## config.mk

```make
export PLATFORM = sky130hd
export DESIGN_NAME = branch_resolve_unit
export DESIGN_NICKNAME = d
export VERILOG_FILES = /design/src/rtl/npc_pkg.sv /design/src/rtl/branch_cond.sv /design/src/rtl/branch_resolve_unit.sv
export SDC_FILE = /design/constraint.sdc
export NUM_CORES = 1
export LEC_CHECK = 0
export CAP_MARGIN = 15
export CORE_MARGIN = 4
export CORE_UTILIZATION = 45
export CTS_BUF_LIST = sky130_fd_sc_hd__clkbuf_16
export DETAILED_ROUTE_END_ITERATION = 10
export DONT_BUFFER_PORTS = 1
export HOLD_SLACK_MARGIN = 0.03
export PLACE_DENSITY = 0.63
export SYNTH_ARGS = -nofsm -noshare
export SYNTH_HDL_FRONTEND = slang
export SYNTH_SLANG_ARGS = --single-unit
```

## constraint.sdc

```tcl
create_clock -name clk -period 8.6 [get_ports clk]
set_clock_uncertainty 0.05 [all_clocks]
set_input_delay 1.72 -clock clk [delete_from_list [all_inputs] [get_ports clk]]
set_output_delay 1.72 -clock clk [all_outputs]
set_load 0.03 [all_outputs]
```

## src/rtl/npc_pkg.sv

```systemverilog
// npc_pkg: shared op codes, funct3/fn encodings and FSM states
// for the npc core branch resolution path.
package npc_pkg;

    typedef enum logic [1:0] {
        OP_BRANCH = 2'd0,
        OP_JAL    = 2'd1,
        OP_JALR   = 2'd2,
        OP_RSVD   = 2'd3
    } op_e;

    localparam logic [2:0] F3_BEQ  = 3'b000;
    localparam logic [2:0] F3_BNE  = 3'b001;
    localparam logic [2:0] F3_BLT  = 3'b100;
    localparam logic [2:0] F3_BGE  = 3'b101;
    localparam logic [2:0] F3_BLTU = 3'b110;
    localparam logic [2:0] F3_BGEU = 3'b111;

    localparam logic [2:0] FN_EQ  = 3'b000;
    localparam logic [2:0] FN_NE  = 3'b001;
    localparam logic [2:0] FN_GE  = 3'b010;
    localparam logic [2:0] FN_LT  = 3'b011;
    localparam logic [2:0] FN_GTU = 3'b100;
    localparam logic [2:0] FN_LTU = 3'b101;
    localparam logic [2:0] FN_GEU = 3'b110;
    localparam logic [2:0] FN_OVF = 3'b111;

    typedef enum logic [1:0] {
        S_IDLE = 2'd0,
        S_EVAL = 2'd1,
        S_RESP = 2'd2
    } state_e;

    // Returns {illegal, fn}; funct3 010/011 have no branch meaning.
    function automatic logic [3:0] f3_to_fn(input logic [2:0] f3);
        logic [3:0] r;
        r = {1'b1, FN_EQ};
        unique case (f3)
            F3_BEQ:  r = {1'b0, FN_EQ};
            F3_BNE:  r = {1'b0, FN_NE};
            F3_BLT:  r = {1'b0, FN_LT};
            F3_BGE:  r = {1'b0, FN_GE};
            F3_BLTU: r = {1'b0, FN_LTU};
            F3_BGEU: r = {1'b0, FN_GEU};
            default: r = {1'b1, FN_EQ};
        endcase
        return r;
    endfunction

endpackage

```

## src/rtl/branch_cond.sv

```systemverilog
// branch_cond: combinational compare of a against b, selected by fn,
// using the flags of a single a-b subtraction.
module branch_cond
    import npc_pkg::*;
#(
    parameter int XLEN = 32
) (
    input  logic [XLEN-1:0] a,
    input  logic [XLEN-1:0] b,
    input  logic [2:0]      fn,
    output logic            cond
);

    logic [XLEN:0] diff;
    logic          zf;
    logic          nf;
    logic          vf;
    logic          cf;

    // a + ~b + 1; the carry out is set exactly when no borrow occurs.
    assign diff = {1'b0, a} + {1'b0, ~b} + {{XLEN{1'b0}}, 1'b1};
    assign cf   = diff[XLEN];
    assign nf   = diff[XLEN-1];
    assign zf   = (diff[XLEN-1:0] == '0);
    assign vf   = (a[XLEN-1] ^ b[XLEN-1]) & (diff[XLEN-1] ^ a[XLEN-1]);

    // Select the condition from the flag set.
    always_comb begin
        cond = 1'b0;
        unique case (fn)
            FN_EQ:  cond = zf;
            FN_NE:  cond = ~zf;
            FN_GE:  cond = ~(nf ^ vf);
            FN_LT:  cond = nf ^ vf;
            FN_GTU: cond = cf & ~zf;
            FN_LTU: cond = ~cf;
            FN_GEU: cond = cf;
            FN_OVF: cond = vf;
        endcase
    end

endmodule

```

## src/rtl/branch_resolve_unit.sv

```systemverilog
// branch_resolve_unit: accepts a branch/jump op, resolves direction,
// target and link, and hands a registered redirect record to IFU.
module branch_resolve_unit
    import npc_pkg::*;
#(
    parameter int              XLEN          = 32,
    parameter logic [XLEN-1:0] RESET_PC_LINK = '0
) (
    input  logic            clk,
    input  logic            rst,
    input  logic            flush_i,
    input  logic            in_valid_i,
    output logic            in_ready_o,
    input  logic [1:0]      op_i,
    input  logic [2:0]      funct3_i,
    input  logic [XLEN-1:0] pc_i,
    input  logic [XLEN-1:0] rs1_i,
    input  logic [XLEN-1:0] rs2_i,
    input  logic [XLEN-1:0] imm_i,
    input  logic            pred_taken_i,
    output logic            out_valid_o,
    input  logic            out_ready_i,
    output logic            taken_o,
    output logic            mispredict_o,
    output logic [XLEN-1:0] redir_pc_o,
    output logic [XLEN-1:0] link_o,
    output logic            illegal_o,
    output logic [XLEN-1:0] taken_cnt_o,
    output logic [XLEN-1:0] mispred_cnt_o
);

    state_e          state;
    state_e          state_nxt;
    logic            in_hs;
    logic            out_hs;

    op_e             op_q;
    logic [2:0]      funct3_q;
    logic [XLEN-1:0] pc_q;
    logic [XLEN-1:0] rs1_q;
    logic [XLEN-1:0] rs2_q;
    logic [XLEN-1:0] imm_q;
    logic            pred_q;

    logic [2:0]      fn;
    logic            f3_bad;
    logic            cond;
    logic [XLEN-1:0] pc_plus4;
    logic [XLEN-1:0] br_tgt;
    logic [XLEN-1:0] jalr_sum;
    logic [XLEN-1:0] res_tgt;
    logic [XLEN-1:0] res_link;
    logic            res_taken;
    logic            res_ill;

    // Flush overrides both handshakes in the same cycle.
    assign in_hs  = in_valid_i & in_ready_o & ~flush_i;
    assign out_hs = out_valid_o & out_ready_i & ~flush_i;

    // FSM state register.
    always_ff @(posedge clk or posedge rst) begin
        if (rst) state <= S_IDLE;
        else     state <= state_nxt;
    end

    // FSM next-state logic.
    always_comb begin
        state_nxt = state;
        unique case (state)
            S_IDLE: if (in_hs) state_nxt = S_EVAL;
            S_EVAL: state_nxt = S_RESP;
            S_RESP: if (out_hs) state_nxt = in_hs ? S_EVAL : S_IDLE;
            default: state_nxt = S_IDLE;
        endcase
        if (flush_i) state_nxt = S_IDLE;
    end

    // FSM outputs; RESP takes a new op only when the record leaves.
    always_comb begin
        in_ready_o  = (state == S_IDLE) | ((state == S_RESP) & out_ready_i);
        out_valid_o = (state == S_RESP);
    end

    // Capture the incoming op on the input handshake.
    always_ff @(posedge clk or posedge rst) begin
        if (rst) begin
            op_q     <= OP_BRANCH;
            funct3_q <= '0;
            pc_q     <= '0;
            rs1_q    <= '0;
            rs2_q    <= '0;
            imm_q    <= '0;
            pred_q   <= 1'b0;
        end else if (in_hs) begin
            op_q     <= op_e'(op_i);
            funct3_q <= funct3_i;
            pc_q     <= pc_i;
            rs1_q    <= rs1_i;
            rs2_q    <= rs2_i;
            imm_q    <= imm_i;
            pred_q   <= pred_taken_i;
        end
    end

    assign {f3_bad, fn} = f3_to_fn(funct3_q);

    branch_cond #(
        .XLEN (XLEN)
    ) u_cond (
        .a    (rs1_q),
        .b    (rs2_q),
        .fn   (fn),
        .cond (cond)
    );

    assign pc_plus4 = pc_q + XLEN'(4);
    assign br_tgt   = pc_q + imm_q;
    assign jalr_sum = rs1_q + imm_q;

    // Resolve direction, target, link and legality of the captured op.
    always_comb begin
        res_taken = 1'b0;
        res_ill   = 1'b0;
        res_tgt   = br_tgt;
        res_link  = '0;
        unique case (op_q)
            OP_BRANCH: begin
                res_ill   = f3_bad;
                res_taken = cond & ~f3_bad;
            end
            OP_JAL: begin
                res_taken = 1'b1;
                res_link  = pc_plus4;
            end
            OP_JALR: begin
                res_taken = 1'b1;
                res_tgt   = {jalr_sum[XLEN-1:1], 1'b0};
                res_link  = pc_plus4;
            end
            default: res_ill = 1'b1;
        endcase
    end

    // Register the record in EVAL; it then holds until the next EVAL.
    always_ff @(posedge clk or posedge rst) begin
        if (rst) begin
            taken_o      <= 1'b0;
            mispredict_o <= 1'b0;
            illegal_o    <= 1'b0;
            redir_pc_o   <= RESET_PC_LINK;
            link_o       <= RESET_PC_LINK;
        end else if ((state == S_EVAL) && !flush_i) begin
            taken_o      <= res_taken;
            mispredict_o <= res_taken ^ pred_q;
            illegal_o    <= res_ill;
            redir_pc_o   <= res_taken ? res_tgt : pc_plus4;
            link_o       <= res_link;
        end
    end

    // Saturating perf counters, bumped only by a delivered record.
    always_ff @(posedge clk or posedge rst) begin
        if (rst) begin
            taken_cnt_o   <= '0;
            mispred_cnt_o <= '0;
        end else if (out_hs) begin
            if (taken_o && (taken_cnt_o != '1))
                taken_cnt_o <= taken_cnt_o + XLEN'(1);
            if (mispredict_o && (mispred_cnt_o != '1))
                mispred_cnt_o <= mispred_cnt_o + XLEN'(1);
        end
    end

endmodule
```

==> results of run 1 <==
-- worst paths after layout --
check | start | to | slack (ns) | cells after the start
setup / recovery | rs1_q[1]$_DFFE_PP0P_ | redir_pc_o[31]$_DFFE_PP0P_ | 3.42 | 20
hold / removal | rs2_q[0]$_DFFE_PP0P_ | rs2_q[0]$_DFFE_PP0P_ | 0.48 | 1
setup reg to reg | rs1_q[1]$_DFFE_PP0P_ | redir_pc_o[31]$_DFFE_PP0P_ | 3.42 | 20
hold reg to reg | rs2_q[0]$_DFFE_PP0P_ | rs2_q[0]$_DFFE_PP0P_ | 0.48 | 1
max in group asynchronous | rst | taken_cnt_o[16]$_DFFE_PP0P_ | 6.12 | 2
min in group asynchronous | rst | pc_q[0]$_DFFE_PP0P_ | 1.09 | 1
-- through the flow --
stage	instance area, um2	power (uW)	cells	util (%)
after floorplan	16240	3540	1675	-
after global placement	16660	4019	2092	46.85
after detailed placement	16660	4061	2092	46.85
after CTS	17630	5335	2147	49.55
after global routing	17630	5667	2149	49.57
final	17640	5304	2152	49.59
-- layout by cell type, fill, tap and decap left out, drive strengths merged, types with 53 or more instances in the layout --
cell type  netlist  layout
xnor2          100     100
inv             62      70
mux2           100     100
nand3           64      64
ha              99      99
nor2            83      83
a21oi           87      87
nand2          239     239
o21ai          125     125
xor2            53      53
dfrtp          267     267
-- registers in the layout, indices dropped and copies added, names as in the netlist, 32 cells and up --
signal,flops
imm_q,32
link_o,32
mispred_cnt_o,32
pc_q,32
redir_pc_o,32
rs1_q,32
rs2_q,32
taken_cnt_o,32
-- layer usage --
layer  track usage, %  up-vias  wire, um
li1                 -     5967         -
met1            31.00     5904     20260
met2            34.16      340     19380
met3            6.738       51      3761
met4            3.902        6       763
met5                0        -        53
-- cell families after synthesis --
logic type / after synthesis
AO/OA/AOI/OAI: 375
XOR/XNOR: 153
flip-flops: 267
multiplexers: 114
adder cells (fa/ha/maj): 102
AND/OR/NAND/NOR: 551
buffers and inverters: 113
-- worst reg2reg max path, cell delays in order (launching register included) --
cell	delay (ns)
dfrtp_1	0.40
ha_1	0.33
nor2b_1	0.20
o2111ai_2	0.19
a31oi_2	0.36
a31o_4	0.26
a22oi_4	0.08
o21ai_2	0.16
a21oi_2	0.08
fa_1	0.54
and3_1	0.18
o2111ai_1	0.11
nor3_1	0.15
nand4_1	0.14
nor4_1	0.31
nand4_1	0.14
nor4_2	0.33
o32ai_2	0.21
nand2_8	0.40
mux2_4	0.38
a21oi_2	0.13
-- layout make-up --
cell class / count / area (um2)
fill: 3283 / 17930
multi-input combinational: 1295 / 9091
sequential: 267 / 6681
clock buffer: 31 / 775.7
tap: 461 / 576.8
inverter: 62 / 236.5
clock inverter: 24 / 186.4
timing repair buffer: 7 / 77.57
antenna: 5 / 12.51
-- power groups by stage --
stage / Clock [uW] / Combinational, uW / Sequential (uW)
after floorplan: 0 / 1600 / 1940
after global placement: 0 / 1910 / 2110
after detailed placement: 0 / 1950 / 2110
after CTS: 1290 / 1960 / 2090
after global routing: 1340 / 2200 / 2120
final: 1250 / 1970 / 2090
==> impl_metrics.py, run 1 <==
metrics = {
    "die": {
        "die_w_um": 197.9,
        "io_pins": 272,
        "coreArea_um2": 35570,
        "floorplan.initialDensity_pct": 45.63,
        "die_h_um": 197.9,
        "die_area_um2": 39170,
        "placementRows": 69,
    },
    "worst_setup_path": {
        "cp_data_arrival_time_ns": 5.65,
        "end_kind": "flop",
        "worstPathRequired_ns": 9.06,
        "cp_top_family": "simple AND/OR/NAND/NOR gates",
        "cp-start-kind": "flop",
        "slowest_delay_ns": 0.54,
        "timing.critical_path.slowest_stage_cell": "fa_1",
        "crit_type": "flop to flop",
        "crit_path_cell_trace": "ha_1, nor2b_1, o2111ai_2, a31oi_2, a31o_4, a22oi_4, o21ai_2, a21oi_2, fa_1, and3_1, o2111ai_1, nor3_1, nand4_1, nor4_1, nand4_1, nor4_2, o32ai_2, nand2_8, mux2_4, a21oi_2",
        "critPathMaxFanout": 54,
        "cp_num_buf_inv": 0,
    },
    "pwr": {
        "power_density_nw_per_um2": 300.7,
        "leakagePower_uw": 0.007806,
        "p_seq_share_pct": 39.3,
        "vdd_drop_max_uv": 201.5,
        "p_sw_uw": 2247,
        "switching_share_pct": 42.36,
        "intPower_uw": 3057,
        "p_comb_share_pct": 37.1,
        "clockPowerShare_pct": 23.6,
    },
    "synthesis": {
        "synth_top_family_by_area": "simple AND/OR/NAND/NOR gates",
        "syn_avg_cell_area_um2": 9.691,
        "syn_inst": 1675,
        "syn-num-nets": 1916,
        "muxShareOfSynthArea_pct": 7.824,
        "ys_seq_area_share_pct": 41.16,
        "ys_top_cells_by_count": "267 x dfrtp_1, 238 x nand2_1, 110 x o21ai_0",
        "yosysUniqueCellTypes": 81,
        "syn-cell-area_um2": 16230,
        "synth_fa_ha_area_share_pct": 8.001,
        "yosysWarnings": 0,
        "synth-seq-cells": 267,
        "yosys.area.top_type": "dfrtp_1",
        "synthXorXnorAreaFrac_pct": 8.256,
        "yosys.area.top_type_share_pct": 41.16,
        "synthSimpleGateAreaFrac_pct": 16.15,
        "synth.area.top_cells": "dfrtp_1 41%, ha_1 7.6%, mux2_2 6.9%",
        "synth_compound_area_share_pct": 15.69,
        "yosysMostFrequentCell": "dfrtp_1",
        "async_reset_ff_share_pct": 100.0,
        "ys.flop_type": "dfrtp_1",
        "synth_edf_count": 0,
    },
    "grt": {
        "grt_pass1_wl_um": 69100,
        "grt_max_degree": 176,
        "track_usage_pct": 22.02,
        "antenna_found_initial": 7,
        "gr-total-overflow": 0,
        "first_global_vias": 12090,
    },
    "drt": {
        "avgViaCountPerCell": 5.701,
        "drt_first_pass_iters": 5,
        "routed_wl_um": 44210,
        "remaining_drc_errors": 0,
        "ant_nets": 0,
        "dr.first_iter.drc_count": 737,
        "routedWlPerCell_um": 20.54,
        "num_vias": 12270,
    },
    "run_status": {
        "status": "complete, no violations",
    },
    "flow_run": {
        "maxCapViolations": 0,
    },
    "clocking": {
        "root_buffer": "clkbuf_16",
        "hold_buffers": 0,
        "numCtsBuffers": 31,
        "clock_sinks": 267,
        "cts_buffer_depth": 3,
        "post-cts-setup-buffers": 0,
        "cts.repair.resized": 0,
        "cts_tree": "done",
        "clk_pin_slew_ns": 0.06,
        "clk_latency_ns": 0.58,
        "cts_htree_levels": 1,
    },
    "timing": {
        "rsz0062_at_grt": "false",
        "slew_viol_final": 0,
        "setup_slack_ns": 3.415,
        "finalHoldViolCount": 0,
        "setup_viol": 0,
        "max_freq_ghz": 0.1929,
        "tns_ns": 0,
        "hold_ws_ns": 0.4755,
        "period_share_pct": 60.29,
        "worst_pin_slew_ns": 1.058,
        "fin_crit_ns": 5.185,
        "slew_headroom_pct": 29.46,
    },
    "place": {
        "dp_hpwl_um": 33680,
        "port_buffers": 0,
        "pre_cts_ws_ns": 3.372,
        "gp_congestion": 0.9166,
    },
    "final_layout": {
        "nets": 1905,
        "layout-drive-gt1-share_pct": 11.86,
        "syn_to_final_growth_pct": 8.664,
    },
    "worst_hold_path": {
        "min_path_type": "flop to flop",
    },
}
No activity file was read; power rests on OpenSTA's default activity.
==> run 2: changes to the inputs <==
Settings changed: PLACE_DENSITY 0.63 to 0.61.
Clock period 8.6 ns to 5.2 ns, I/O delays scaled along.
==> impl_metrics.py, run 2 (synthesized netlist as in run 1, its figures left out) <==
metrics = {
    "run_status": {
        "status": "complete, no violations",
    },
    "worst_setup_path": {
        "cp_top_family": "compound AO/OA/AOI/OAI gates",
        "worst_path_most_repeated_cell": "nand4_1",
        "critPathLaunch": "rs1_q[7]$_DFFE_PP0P_",
        "worstPathRequired_ns": 5.61,
        "cp_data_arrival_time_ns": 5.24,
        "cp_num_buf_inv": 2,
        "cp_num_cells": 21,
        "worstSetupEndpoint": "redir_pc_o[3]$_DFFE_PP0P_",
        "slowest_delay_ns": 0.54,
        "reg2reg_depth": 21,
        "reg2reg_from": "rs1_q[7]$_DFFE_PP0P_",
        "crit_path_cell_trace": "ha_1, a211oi_1, a31oi_2, a31o_4, a22oi_4, o21ai_2, a21oi_2, fa_1, and3_1, o2111ai_1, nor3_1, nand4_1, nor4_2, buf_4, nand4_1, nor4_4, or4_4, nand2_8, buf_12, mux2i_1, o21ai_1",
        "end_kind": "flop",
        "timing.critical_path.slowest_stage_cell": "or4_4",
        "crit_type": "flop to flop",
        "r2r-end": "redir_pc_o[3]$_DFFE_PP0P_",
        "r2r_setup_slack_ns": 0.37,
        "critPathMaxFanout": 26,
        "cp-start-kind": "flop",
    },
    "drt": {
        "avgViaCountPerCell": 5.638,
        "routedWlPerCell_um": 20.28,
        "ant_nets": 0,
        "drt_first_pass_iters": 5,
        "dr.first_iter.drc_count": 830,
        "routed_wl_um": 43850,
        "remaining_drc_errors": 0,
        "num_vias": 12190,
    },
    "clocking": {
        "numCtsBuffers": 30,
        "root_buffer": "clkbuf_16",
        "cts_htree_levels": 1,
        "clk_pin_slew_ns": 0.06,
        "clock_sinks": 267,
        "hold_buffers": 0,
        "cts_tree": "done",
        "clk_latency_ns": 0.59,
        "cts_buffer_depth": 3,
    },
    "pwr": {
        "intPower_uw": 5026,
        "p_comb_share_pct": 38.0,
        "vdd_drop_max_uv": 292.6,
        "p_sw_uw": 3719,
        "power_density_nw_per_um2": 493.4,
        "switching_share_pct": 42.53,
        "p_seq_share_pct": 39.3,
        "clockPowerShare_pct": 22.7,
        "leakagePower_uw": 0.007868,
    },
    "grt": {
        "grt_pass1_wl_um": 68470,
        "grt_max_degree": 176,
        "first_global_vias": 11760,
        "antenna_found_initial": 7,
        "gr-total-overflow": 0,
        "track_usage_pct": 21.82,
    },
    "timing": {
        "fin_crit_ns": 4.833,
        "period_share_pct": 92.95,
        "slew_viol_final": 0,
        "rsz0062_at_grt": "false",
        "max_freq_ghz": 0.2069,
        "worst_pin_slew_ns": 0.9055,
        "finalHoldViolCount": 0,
        "slew_headroom_pct": 39.63,
        "tns_ns": 0,
        "setup_viol": 0,
    },
    "die": {
        "die_w_um": 197.9,
        "floorplan.initialDensity_pct": 45.63,
        "die_area_um2": 39170,
        "io_pins": 272,
        "placementRows": 69,
        "die_h_um": 197.9,
        "coreArea_um2": 35570,
    },
    "worst_hold_path": {
        "min_path_type": "primary input to asynchronous set/reset pin",
    },
    "final_layout": {
        "nets": 1918,
        "syn_to_final_growth_pct": 9.196,
        "nFillCells": 3321,
        "layout-drive-gt1-share_pct": 12.42,
        "finalNonFillerCells": 2162,
        "layout_common_cells": "267 x dfrtp_1, 238 x nand2_1, 110 x o21ai_0, 100 x xnor2_1, 99 x mux2_2",
        "layout_commonest_cell": "dfrtp_1",
    },
    "place": {
        "gp_congestion": 0.8719,
        "dp_hpwl_um": 33610,
        "port_buffers": 0,
        "dp.cells": 2106,
    },
    "flow_run": {
        "maxCapViolations": 0,
    },
}
run 2: cell types whose count changed in the layout (fill, tap and decap cells not counted), sizes merged:
cell and delta:
buf +14, inv -4, diode -3, clkbuf -1, clkinvlp -3, clkinv +8, bufinv -1
run 2: repair_timing:
action,in CTS,in global routing
setup buffers,0,0
gates resized for setup,0,2
endpoints found under the setup margin,0,32
endpoints found under the hold margin,0,0
run 2: per-stage QoR:
stage / utilization, % / power, uW / hold WS [ns] / cell area, um2 / worst slack [ns]
6_report: 49.83 / 8744 / 0.1901 / 17720 / 0.3665
5_1_grt: 49.83 / 9363 / 0.1731 / 17720 / 0.008755
4_1_cts: 49.77 / 8799 / 0.1611 / 17700 / 0.2482
3_5_place_dp: 47.21 / 6781 / 0.4716 / 16790 / 0.2647
3_3_place_gp: 47.21 / 6718 / 0.4726 / 16790 / 0.3604
2_1_floorplan: - / 5855 / 0.4349 / 16240 / 0.5845
run 2: routing by layer:
layer	wire (um)	track usage (%)	part of all wire, %	vias to the layer above
met5	79	0	0.18	-
met4	798	4.438	1.8	10
met3	3161	5.547	7.2	59
met2	19190	33.26	44	311
met1	20630	31.70	47	5822
li1	-	-	-	5987
run 2: how the worst min path moves through the flow:
stage	from	to	slack (ns)	cells past startpoint
floorplan	rs2_q[0]$_DFFE_PP0P_	rs2_q[0]$_DFFE_PP0P_	0.43	1
finish	rst	mispred_cnt_o[14]$_DFFE_PP0P_	0.19	1
CTS	rst	mispred_cnt_o[12]$_DFFE_PP0P_	0.16	1
detailed placement	rs2_q[0]$_DFFE_PP0P_	rs2_q[0]$_DFFE_PP0P_	0.47	1
global placement	rs2_q[28]$_DFFE_PP0P_	rs2_q[28]$_DFFE_PP0P_	0.47	2
global route	rst	mispred_cnt_o[13]$_DFFE_PP0P_	0.17	1
run 2: area by class of cell:
class,count,area [um2],area share (%)
clock buffers,30,750.7,4.235
inverters,62,236.5,1.334
flip-flops and latches,267,6681,37.70
repair buffers,21,207.7,1.172
multi-input cells,1295,9106,51.38
diodes,2,5.005,0.02824
clock inverters,24,160.2,0.9036
well taps,461,576.8,3.254
run 2: power groups by stage:
stage	combinational, uW	clock [uW]	sequential (uW)
floorplan	2640	0	3210
global placement	3240	0	3470
detailed placement	3300	0	3490
CTS	3310	2040	3450
global route	3740	2130	3500
finish	3320	1980	3440
==> run 3: changes to the inputs <==
Settings changed: CORE_ASPECT_RATIO set to 1.25, CORE_UTILIZATION 45 to 25, PLACE_DENSITY 0.61 to 0.39.
==> impl_metrics.py, run 3 (synthesized netlist as in run 1, its figures left out) <==
metrics = {
    "pwr": {
        "leakagePower_uw": 0.008101,
        "p_seq_share_pct": 36.7,
        "p_comb_share_pct": 37.3,
        "p_sw_uw": 3972,
        "clockPowerShare_pct": 26.0,
        "power_density_nw_per_um2": 506.6,
        "switching_share_pct": 42.08,
        "intPower_uw": 5468,
        "vdd_drop_max_uv": 186.8,
    },
    "worst_setup_path": {
        "crit_type": "flop to flop",
        "cp_num_buf_inv": 1,
        "crit_path_cell_trace": "ha_1, a211oi_1, a31oi_4, a31o_4, a22oi_4, o21ai_2, a21oi_2, fa_1, and3_1, o2111ai_1, nor3_1, nand4_1, nor4_1, nand4_1, nor4_2, o32ai_2, nand2_8, buf_12, mux2i_1, o21ai_1",
        "cp-start-kind": "flop",
        "critPathMaxFanout": 21,
        "end_kind": "flop",
        "timing.critical_path.slowest_stage_cell": "a211oi_1",
        "slowest_delay_ns": 0.54,
        "worst_path_most_repeated_cell": "nand4_1",
        "worstPathRequired_ns": 5.57,
        "cp_data_arrival_time_ns": 5.11,
        "cp_top_family": "compound AO/OA/AOI/OAI gates",
    },
    "clocking": {
        "hold_buffers": 0,
        "clk_pin_slew_ns": 0.06,
        "cts_tree": "done",
        "numCtsBuffers": 35,
        "cts_buffer_depth": 3,
        "root_buffer": "clkbuf_16",
        "cts_htree_levels": 2,
        "clock_sinks": 267,
        "clk_latency_ns": 0.55,
    },
    "timing": {
        "slew_headroom_pct": 25.85,
        "setup_viol": 0,
        "slew_viol_final": 0,
        "fin_crit_ns": 4.741,
        "period_share_pct": 91.18,
        "max_freq_ghz": 0.2109,
        "worst_pin_slew_ns": 1.112,
        "finalHoldViolCount": 0,
        "rsz0062_at_grt": "false",
        "tns_ns": 0,
        "hold_ws_ns": 0.3210,
    },
    "die": {
        "placementRows": 104,
        "io_pins": 272,
        "coreArea_um2": 64410,
        "die_w_um": 235.9,
        "die_h_um": 292.9,
        "die_area_um2": 69090,
        "floorplan.initialDensity_pct": 25.20,
    },
    "grt": {
        "first_global_vias": 12780,
        "grt_max_degree": 176,
        "track_usage_pct": 15.04,
        "antenna_found_initial": 16,
        "gr-total-overflow": 0,
        "grt_pass1_wl_um": 80790,
    },
    "drt": {
        "dr.first_iter.drc_count": 546,
        "avgViaCountPerCell": 4.809,
        "ant_nets": 0,
        "routedWlPerCell_um": 20.67,
        "remaining_drc_errors": 0,
        "num_vias": 12430,
        "drt_first_pass_iters": 5,
        "routed_wl_um": 53440,
    },
    "worst_hold_path": {
        "min_path_type": "primary input to asynchronous set/reset pin",
    },
    "final_layout": {
        "fin_util_pct": 28.93,
        "layout_commonest_cell": "dfrtp_1",
        "syn_to_final_growth_pct": 14.81,
        "ff_latch_area_um2": 6681,
        "nFillCells": 6774,
        "nets": 1949,
        "layout_common_cells": "267 x dfrtp_1, 238 x nand2_1, 110 x o21ai_0, 100 x xnor2_1, 99 x mux2_2",
        "multi_input_area_um2": 9105,
        "layout-drive-gt1-share_pct": 14.02,
    },
    "run_status": {
        "status": "complete, no violations",
    },
    "flow_run": {
        "maxCapViolations": 0,
    },
    "place": {
        "gp_congestion": 0.8330,
        "port_buffers": 0,
        "dp_hpwl_um": 41470,
    },
}
run 3: changes by cell type in the layout (fill, tap and decap cells not counted), sizes merged:
cell / delta
clkbuf: +6
buf: +26
inv: +6
bufinv: +3
diode: +2
clkinvlp: +3
clkinv: -10
run 3: power groups by stage:
stage / Clock, uW / Sequential (uW) / Combinational, uW
floorplan: 0 / 3210 / 2640
global placement: 0 / 3520 / 3510
detailed placement: 0 / 3530 / 3540
CTS: 2560 / 3490 / 3560
global route: 2630 / 3540 / 3950
finish: 2450 / 3460 / 3520
run 3: through the flow:
step | area (um2) | total power (uW) | setup slack, ns | cells
floorplan | 16240 | 5855 | 0.5845 | 1675
detailed placement | 17480 | 7071 | 0.3673 | 2519
CTS | 18620 | 9608 | 0.3458 | 2581
global route | 18630 | 10120 | 0.01431 | 2584
finish | 18640 | 9441 | 0.4588 | 2585
global placement | 17480 | 7034 | 0.4186 | 2519
run 3: layout make-up:
| cell class | instances | area share [%] |
|---|---|---|
| multi-input combinational | 1295 | 48.86 |
| sequential | 267 | 35.85 |
| tap | 848 | 5.694 |
| clock buffer | 36 | 4.834 |
| timing repair buffer | 47 | 2.162 |
| clock inverter | 26 | 1.276 |
| inverter | 62 | 1.269 |
| antenna | 4 | 0.05371 |
run 3: per-layer routing:
layer / up-vias / track usage (%) / part of all wire, %
met3: 98 / 4.501 / 6.8
met4: 14 / 5.230 / 3.3
li1: 6068 / - / -
met2: 299 / 25.53 / 48
met5: - / 0 / 0.22
met1: 5951 / 18.17 / 42
run 3: repair_timing:
action / 4_1_cts / 5_1_grt
gates resized for setup: 0 / 1
setup buffers: 0 / 0
setup endpoints to repair: 0 / 1
run 3: worst paths after layout:
check | startpoint | endpoint | slack, ns | cells past startpoint
max in group asynchronous | rst | imm_q[30]$_DFFE_PP0P_ | 3.60 | 2
min in group clk | rs2_q[0]$_DFFE_PP0P_ | rs2_q[0]$_DFFE_PP0P_ | 0.48 | 1
hold / removal | rst | link_o[8]$_DFFE_PP0P_ | 0.32 | 1
hold reg to reg | rs2_q[0]$_DFFE_PP0P_ | rs2_q[0]$_DFFE_PP0P_ | 0.48 | 1
setup reg to reg | rs1_q[7]$_DFFE_PP0P_ | redir_pc_o[3]$_DFFE_PP0P_ | 0.46 | 20
setup / recovery | rs1_q[7]$_DFFE_PP0P_ | redir_pc_o[3]$_DFFE_PP0P_ | 0.46 | 20
